**src/rtl/alu1_flag_wb_pkg.sv**
```systemverilog
// Shared flag definitions for the ALU1 flag writeback stage: bit positions,
// flag vector types and the masked flag-merge helper.
package alu1_flag_wb_pkg;

    localparam int unsigned CF_BIT = 0;
    localparam int unsigned PF_BIT = 1;
    localparam int unsigned AF_BIT = 2;
    localparam int unsigned ZF_BIT = 3;
    localparam int unsigned SF_BIT = 4;
    localparam int unsigned OF_BIT = 5;
    localparam int unsigned DF_BIT = 6;

    typedef logic [5:0] flags6_t;
    typedef logic [6:0] eflags_t;

    // Bits with a set load enable take the new value; all others keep cur.
    function automatic eflags_t merge_flags(
        input eflags_t cur,
        input flags6_t val,
        input flags6_t ld,
        input logic    df_val,
        input logic    ld_df
    );
        eflags_t res;
        res = cur;
        for (int i = 0; i < 6; i++) begin
            if (ld[i]) begin
                res[i] = val[i];
            end else begin
                res[i] = cur[i];
            end
        end
        if (ld_df) begin
            res[DF_BIT] = df_val;
        end else begin
            res[DF_BIT] = cur[DF_BIT];
        end
        return res;
    endfunction

endpackage

```
**src/rtl/alu1_flag_wb_flag_shadow_reg.sv**
```systemverilog
// Interrupt shadow copy of the architectural flags. A restore in the same
// cycle as a save wins, so the shadow is left untouched in that case.
module flag_shadow_reg
    import alu1_flag_wb_pkg::*;
(
    input  logic    clk,
    input  logic    rst,
    input  logic    save,
    input  logic    restore,
    input  eflags_t save_data,
    output eflags_t shadow
);

    eflags_t shadow_r;

    // Shadow register: cleared on reset, loaded on a save without restore.
    always_ff @(posedge clk) begin
        if (!rst) begin
            shadow_r <= 7'b0000000;
        end else if (save && !restore) begin
            shadow_r <= save_data;
        end else begin
            shadow_r <= shadow_r;
        end
    end

    assign shadow = shadow_r;

endmodule

```
**src/rtl/alu1_flag_wb.sv**
```systemverilog
// ALU1 flag execute-to-writeback stage with interrupt save/restore.
// Build option ALU1_FLAG_FWD_EN: forward in-flight CF/AF/DF instead of interlocking.
module alu1_flag_wb
    import alu1_flag_wb_pkg::*;
(
    input  logic       clk,
    input  logic       rst,
    input  logic       ex_valid,
    output logic       ex_ready,
    input  logic [5:0] alu1_flags,
    input  logic [5:0] cmps_flags,
    input  logic       cmps_sel,
    input  logic       ld_flag_CF,
    input  logic       ld_flag_PF,
    input  logic       ld_flag_AF,
    input  logic       ld_flag_ZF,
    input  logic       ld_flag_SF,
    input  logic       ld_flag_OF,
    input  logic       df_val_ex,
    input  logic       ld_df,
    input  logic       wb_stall,
    input  logic       flush,
    input  logic       isr_entry,
    input  logic       isr_exit,
    output logic [6:0] eflags,
    output logic       wb_valid,
    output logic       CF_fwd,
    output logic       AF_fwd,
    output logic       DF_fwd
);

    flags6_t wb_flags_r;
    flags6_t wb_ld_r;
    logic    wb_df_r;
    logic    wb_ld_df_r;
    logic    wb_valid_r;
    eflags_t eflags_r;

    flags6_t sel_flags_s;
    flags6_t ld_vec_s;
    logic    interlock_s;
    logic    ex_ready_s;
    logic    capture_s;
    logic    commit_s;
    eflags_t merged_s;
    eflags_t eflags_nxt_s;
    logic    wb_valid_nxt_s;
    eflags_t shadow_s;
    logic    cf_fwd_s;
    logic    af_fwd_s;
    logic    df_fwd_s;

    // Source selection and load-enable packing for the incoming result.
    always_comb begin
        sel_flags_s = cmps_sel ? cmps_flags : alu1_flags;
        ld_vec_s    = {ld_flag_OF, ld_flag_SF, ld_flag_ZF,
                       ld_flag_AF, ld_flag_PF, ld_flag_CF};
    end

`ifdef ALU1_FLAG_FWD_EN
    // In-flight CF/AF/DF writers feed ALU1 directly, so no bubble is needed.
    always_comb begin
        interlock_s = 1'b0;
        cf_fwd_s    = (wb_valid_r && wb_ld_r[CF_BIT]) ? wb_flags_r[CF_BIT] : eflags_r[CF_BIT];
        af_fwd_s    = (wb_valid_r && wb_ld_r[AF_BIT]) ? wb_flags_r[AF_BIT] : eflags_r[AF_BIT];
        df_fwd_s    = (wb_valid_r && wb_ld_df_r) ? wb_df_r : eflags_r[DF_BIT];
    end
`else
    // Without forwarding, hold off ALU1 for one cycle behind a CF/AF/DF writer.
    always_comb begin
        interlock_s = wb_valid_r && (wb_ld_r[CF_BIT] || wb_ld_r[AF_BIT] || wb_ld_df_r);
        cf_fwd_s    = eflags_r[CF_BIT];
        af_fwd_s    = eflags_r[AF_BIT];
        df_fwd_s    = eflags_r[DF_BIT];
    end
`endif

    // Handshake, commit decision and next-state for flags and occupancy.
    always_comb begin
        ex_ready_s = rst && !flush && (!wb_valid_r || !wb_stall) && !interlock_s;
        capture_s  = ex_valid && ex_ready_s;
        commit_s   = wb_valid_r && !wb_stall && !flush && !isr_exit;

        if (commit_s) begin
            merged_s = merge_flags(eflags_r, wb_flags_r, wb_ld_r, wb_df_r, wb_ld_df_r);
        end else begin
            merged_s = eflags_r;
        end

        if (isr_exit) begin
            eflags_nxt_s = shadow_s;
        end else if (isr_entry) begin
            eflags_nxt_s         = merged_s;
            eflags_nxt_s[DF_BIT] = 1'b0;
        end else begin
            eflags_nxt_s = merged_s;
        end

        if (capture_s) begin
            wb_valid_nxt_s = 1'b1;
        end else if (commit_s || flush || isr_exit) begin
            wb_valid_nxt_s = 1'b0;
        end else begin
            wb_valid_nxt_s = wb_valid_r;
        end
    end

    // Architectural flags and pipeline register state.
    always_ff @(posedge clk) begin
        if (!rst) begin
            eflags_r   <= 7'b0000000;
            wb_valid_r <= 1'b0;
            wb_flags_r <= 6'b000000;
            wb_ld_r    <= 6'b000000;
            wb_df_r    <= 1'b0;
            wb_ld_df_r <= 1'b0;
        end else begin
            eflags_r   <= eflags_nxt_s;
            wb_valid_r <= wb_valid_nxt_s;
            if (capture_s) begin
                wb_flags_r <= sel_flags_s;
                wb_ld_r    <= ld_vec_s;
                wb_df_r    <= df_val_ex;
                wb_ld_df_r <= ld_df;
            end else begin
                wb_flags_r <= wb_flags_r;
                wb_ld_r    <= wb_ld_r;
                wb_df_r    <= wb_df_r;
                wb_ld_df_r <= wb_ld_df_r;
            end
        end
    end

    // The shadow saves the post-commit flags so a same-cycle writer is kept.
    flag_shadow_reg u_shadow (
        .clk       (clk),
        .rst       (rst),
        .save      (isr_entry),
        .restore   (isr_exit),
        .save_data (merged_s),
        .shadow    (shadow_s)
    );

    assign ex_ready = ex_ready_s;
    assign eflags   = eflags_r;
    assign wb_valid = wb_valid_r;
    assign CF_fwd   = cf_fwd_s;
    assign AF_fwd   = af_fwd_s;
    assign DF_fwd   = df_fwd_s;

endmodule

```
**config.mk**
```make
export PLATFORM = sky130hd
export DESIGN_NAME = alu1_flag_wb
export DESIGN_NICKNAME = d
export VERILOG_FILES = /design/src/rtl/alu1_flag_wb_pkg.sv /design/src/rtl/alu1_flag_wb_flag_shadow_reg.sv /design/src/rtl/alu1_flag_wb.sv
export SDC_FILE = /design/constraint.sdc
export NUM_CORES = 1
export LEC_CHECK = 0
export ABC_CLOCK_PERIOD_IN_PS = 4500
export BUFFER_PORTS_ARGS = -buffer_cell sky130_fd_sc_hd__buf_2
export CORE_MARGIN = 8
export CORE_UTILIZATION = 54
export DETAILED_ROUTE_END_ITERATION = 8
export GPL_ROUTABILITY_DRIVEN = 1
export PLACE_DENSITY = 0.83
export SYNTH_ARGS = -nofsm -noshare
export SYNTH_HDL_FRONTEND = slang
export SYNTH_SLANG_ARGS = --single-unit
export TNS_END_PERCENT = 1
```
**constraint.sdc**
```tcl
create_clock -name clk -period 4.5 [get_ports clk]
set_input_delay 0.675 -clock clk [delete_from_list [all_inputs] [get_ports clk]]
set_output_delay 0.675 -clock clk [all_outputs]
set_load 0.01 [all_outputs]
```
==> impl_metrics.toml <==
[drt]
first_pass_iters = 4
ant_nets = 0
vias = 1129
wl_per_cell_um = 15.9
wirelength_um = 3180
drc = 0
vias_per_cell = 5.65
drtIter0Drc = 46

[logic_synthesis]
synth-seq-cells = 29
ys_seq_area_frac = 0.419
yosysWarnings = 0
syn_inst = 136
syn_area_mm2 = 0.00139
synth.avg_cell_area_um2 = 10.2
synth_cell_type_count = 24
syn_nets = 164

[timing]
worst_slew_pin_slew_ns = 0.712
setup_viol = 0
fin_crit_sh = 0.523
clock_skew_ns = 0.0117
clock.fmax_ghz = 0.425
min_period_ns = 2.36
slew_violations = 0
maxSlewHeadroom = 0.525
fin_setup_tns_ns = 0
hold_violations = 0
rsz0062_at_grt = "no"

[cts]
clock_tree.buffer_depth = 2
h-tree-depth = 2
cts_root_buf = "clkbuf_4"
numClockSinks = 29
clk_pin_slew_ns = 0.08
cts_resized = 0
cts_made_buffers = 5
postCtsSetupBuffers = 0
insertion_delay_ns = 0.33
hold_buffers = 0
cts_tree = "done"

[power_and_ir_drop]
p_int_mw = 0.399
power_frac_clock = 0.332
leakage_nw = 0.845
p_sw_mw = 0.134
power_frac_comb = 0.139
p_seq_frac = 0.529
power_mw = 0.533
p_per_area_mw_per_mm2 = 333
peakVddDrop_mv = 0.255
swShare = 0.252

[global_routing]
grt_pass1_vias = 1151
antenna_found_initial = 0
gr-total-overflow = 0
grtUsageTotal = 0.150
grt_max_degree = 39
grt_pass1_wl_um = 5190

[final_layout]
drive_gt1_frac = 0.300
final_common_cell = "buf_2"
syn2layout_area_growth_pct = 15.6
final_cell_mix = "buf_2 (39), dfxtp_1 (29), nand2_1 (17), mux2i_1 (14), o311a_1 (14)"
layout.nets = 197
diodes = 0
nFillCells = 199

[floorplan]
start_util = 0.564
core.rowCount = 18
io_pins = 40
die_y_um = 66.6
dieArea_mm2 = 0.00444
coreArea_mm2 = 0.00245
die_width_um = 66.6

[critical_path]
worst-path-max-fanout = 9
critPathCaptureType = "primary output"
startpoint_type = "register"
cp.arrival_ns = 1.68
crit_type = "register to primary output"
critPathRequiredTime_ns = 3.83

[place]
hpwl_um = 2370
port_buffers = 39
gp_congestion = 0.775

[run]
maxCapViolCount = 0

[worst_hold_path]
hold_class = "register to register"

[status]
status = "completed"
## layer usage
layer,GRT usage,routed length [µm],up-vias
met3,0.0604,193,4
met5,0,0,-
met4,0.0693,36,0
met1,0.162,1350,532
li1,-,-,563
met2,0.249,1600,30
## power groups by stage
stage / combinational (mW) / sequential [mW] / clock (mW)
finish: 0.0740 / 0.282 / 0.177
CTS: 0.0742 / 0.282 / 0.180
detailed placement: 0.0741 / 0.288 / 0
floorplan: 0.0507 / 0.287 / 0
global route: 0.0809 / 0.284 / 0.198
global placement: 0.0702 / 0.287 / 0
## path summary, 6_finish.rpt
path	start	to	slack [ns]	cells past startpoint
worst max register to register	wb_ld_r[2]	wb_df_r	2.54	3
worst min-delay path	wb_ld_r[4]	wb_ld_r[4]	0.48	2
worst min register to register	wb_ld_r[4]	wb_ld_r[4]	0.48	2
worst max-delay path	wb_ld_r[2]	ex_ready	2.14	3
## final cells by class
type,instances,area (µm²),area share
clock buffers,7,65.1,0.0406
clock inverters,1,5.00,0.00312
inverters,2,7.51,0.00469
multi-input cells,92,711,0.444
flip-flops and latches,29,581,0.362
well taps,30,37.5,0.0234
repair buffers,39,195,0.122
## state kept, by name, indices dropped and copies added (netlist names)
| register | flops |
|---|---|
| wb_df_r | 1 |
| wb_ld_df_r | 1 |
| u_shadow.shadow | 7 |
| eflags | 7 |
| wb_valid | 1 |
| wb_ld_r | 6 |
| wb_flags_r | 6 |
## cell usage after synthesis
cell / count / area share
a21boi_0: 4 / 0.022
a21boi_1: 4 / 0.022
a32oi_1: 1 / 0.0063
and2_1: 1 / 0.0045
and3_1: 6 / 0.027
and3_2: 1 / 0.0054
and3b_2: 1 / 0.0072
buf_12: 1 / 0.014
buf_2: 2 / 0.0072
buf_4: 3 / 0.016
buf_6: 1 / 0.0081
clkbuf_1: 6 / 0.016
dfxtp_1: 29 / 0.42
inv_1: 2 / 0.0054
mux2i_1: 14 / 0.10
nand2_1: 17 / 0.046
nand2b_1: 13 / 0.059
nand3_1: 6 / 0.022
nor2b_1: 1 / 0.0045
nor3b_1: 1 / 0.0054
nor4b_4: 1 / 0.017
o211a_1: 6 / 0.043
o311a_1: 14 / 0.10
o41ai_4: 1 / 0.020
## logic make-up (layout without fill, tap and decap cells)
| family | after synthesis | count (layout) | share of synthesized area |
|---|---|---|---|
| AOI/OAI and AO/OA | 30 | 30 | 0.214 |
| muxes | 14 | 14 | 0.101 |
| buffers and inverters | 15 | 49 | 0.0678 |
| DFF | 29 | 29 | 0.419 |
| and+or+nand+nor | 48 | 48 | 0.198 |
## critical path: stages, from the launching register on
cell,delay (ns)
dfxtp_1,0.38
o41ai_4,0.58
and3b_2,0.28
buf_2,0.13
## through the flow
stage | cells | hold slack (ns) | cell area, µm² | util | worst slack, ns
floorplan | 136 | 0.430 | 1390 | - | 2.53
global placement | 192 | 0.459 | 1530 | 0.624 | 2.26
detailed placement | 192 | 0.470 | 1530 | 0.624 | 2.18
CTS | 200 | 0.483 | 1600 | 0.652 | 2.14
global route | 200 | 0.510 | 1600 | 0.652 | 2.06
finish | 200 | 0.480 | 1600 | 0.652 | 2.14
No activity file was read; power rests on OpenSTA's default activity.
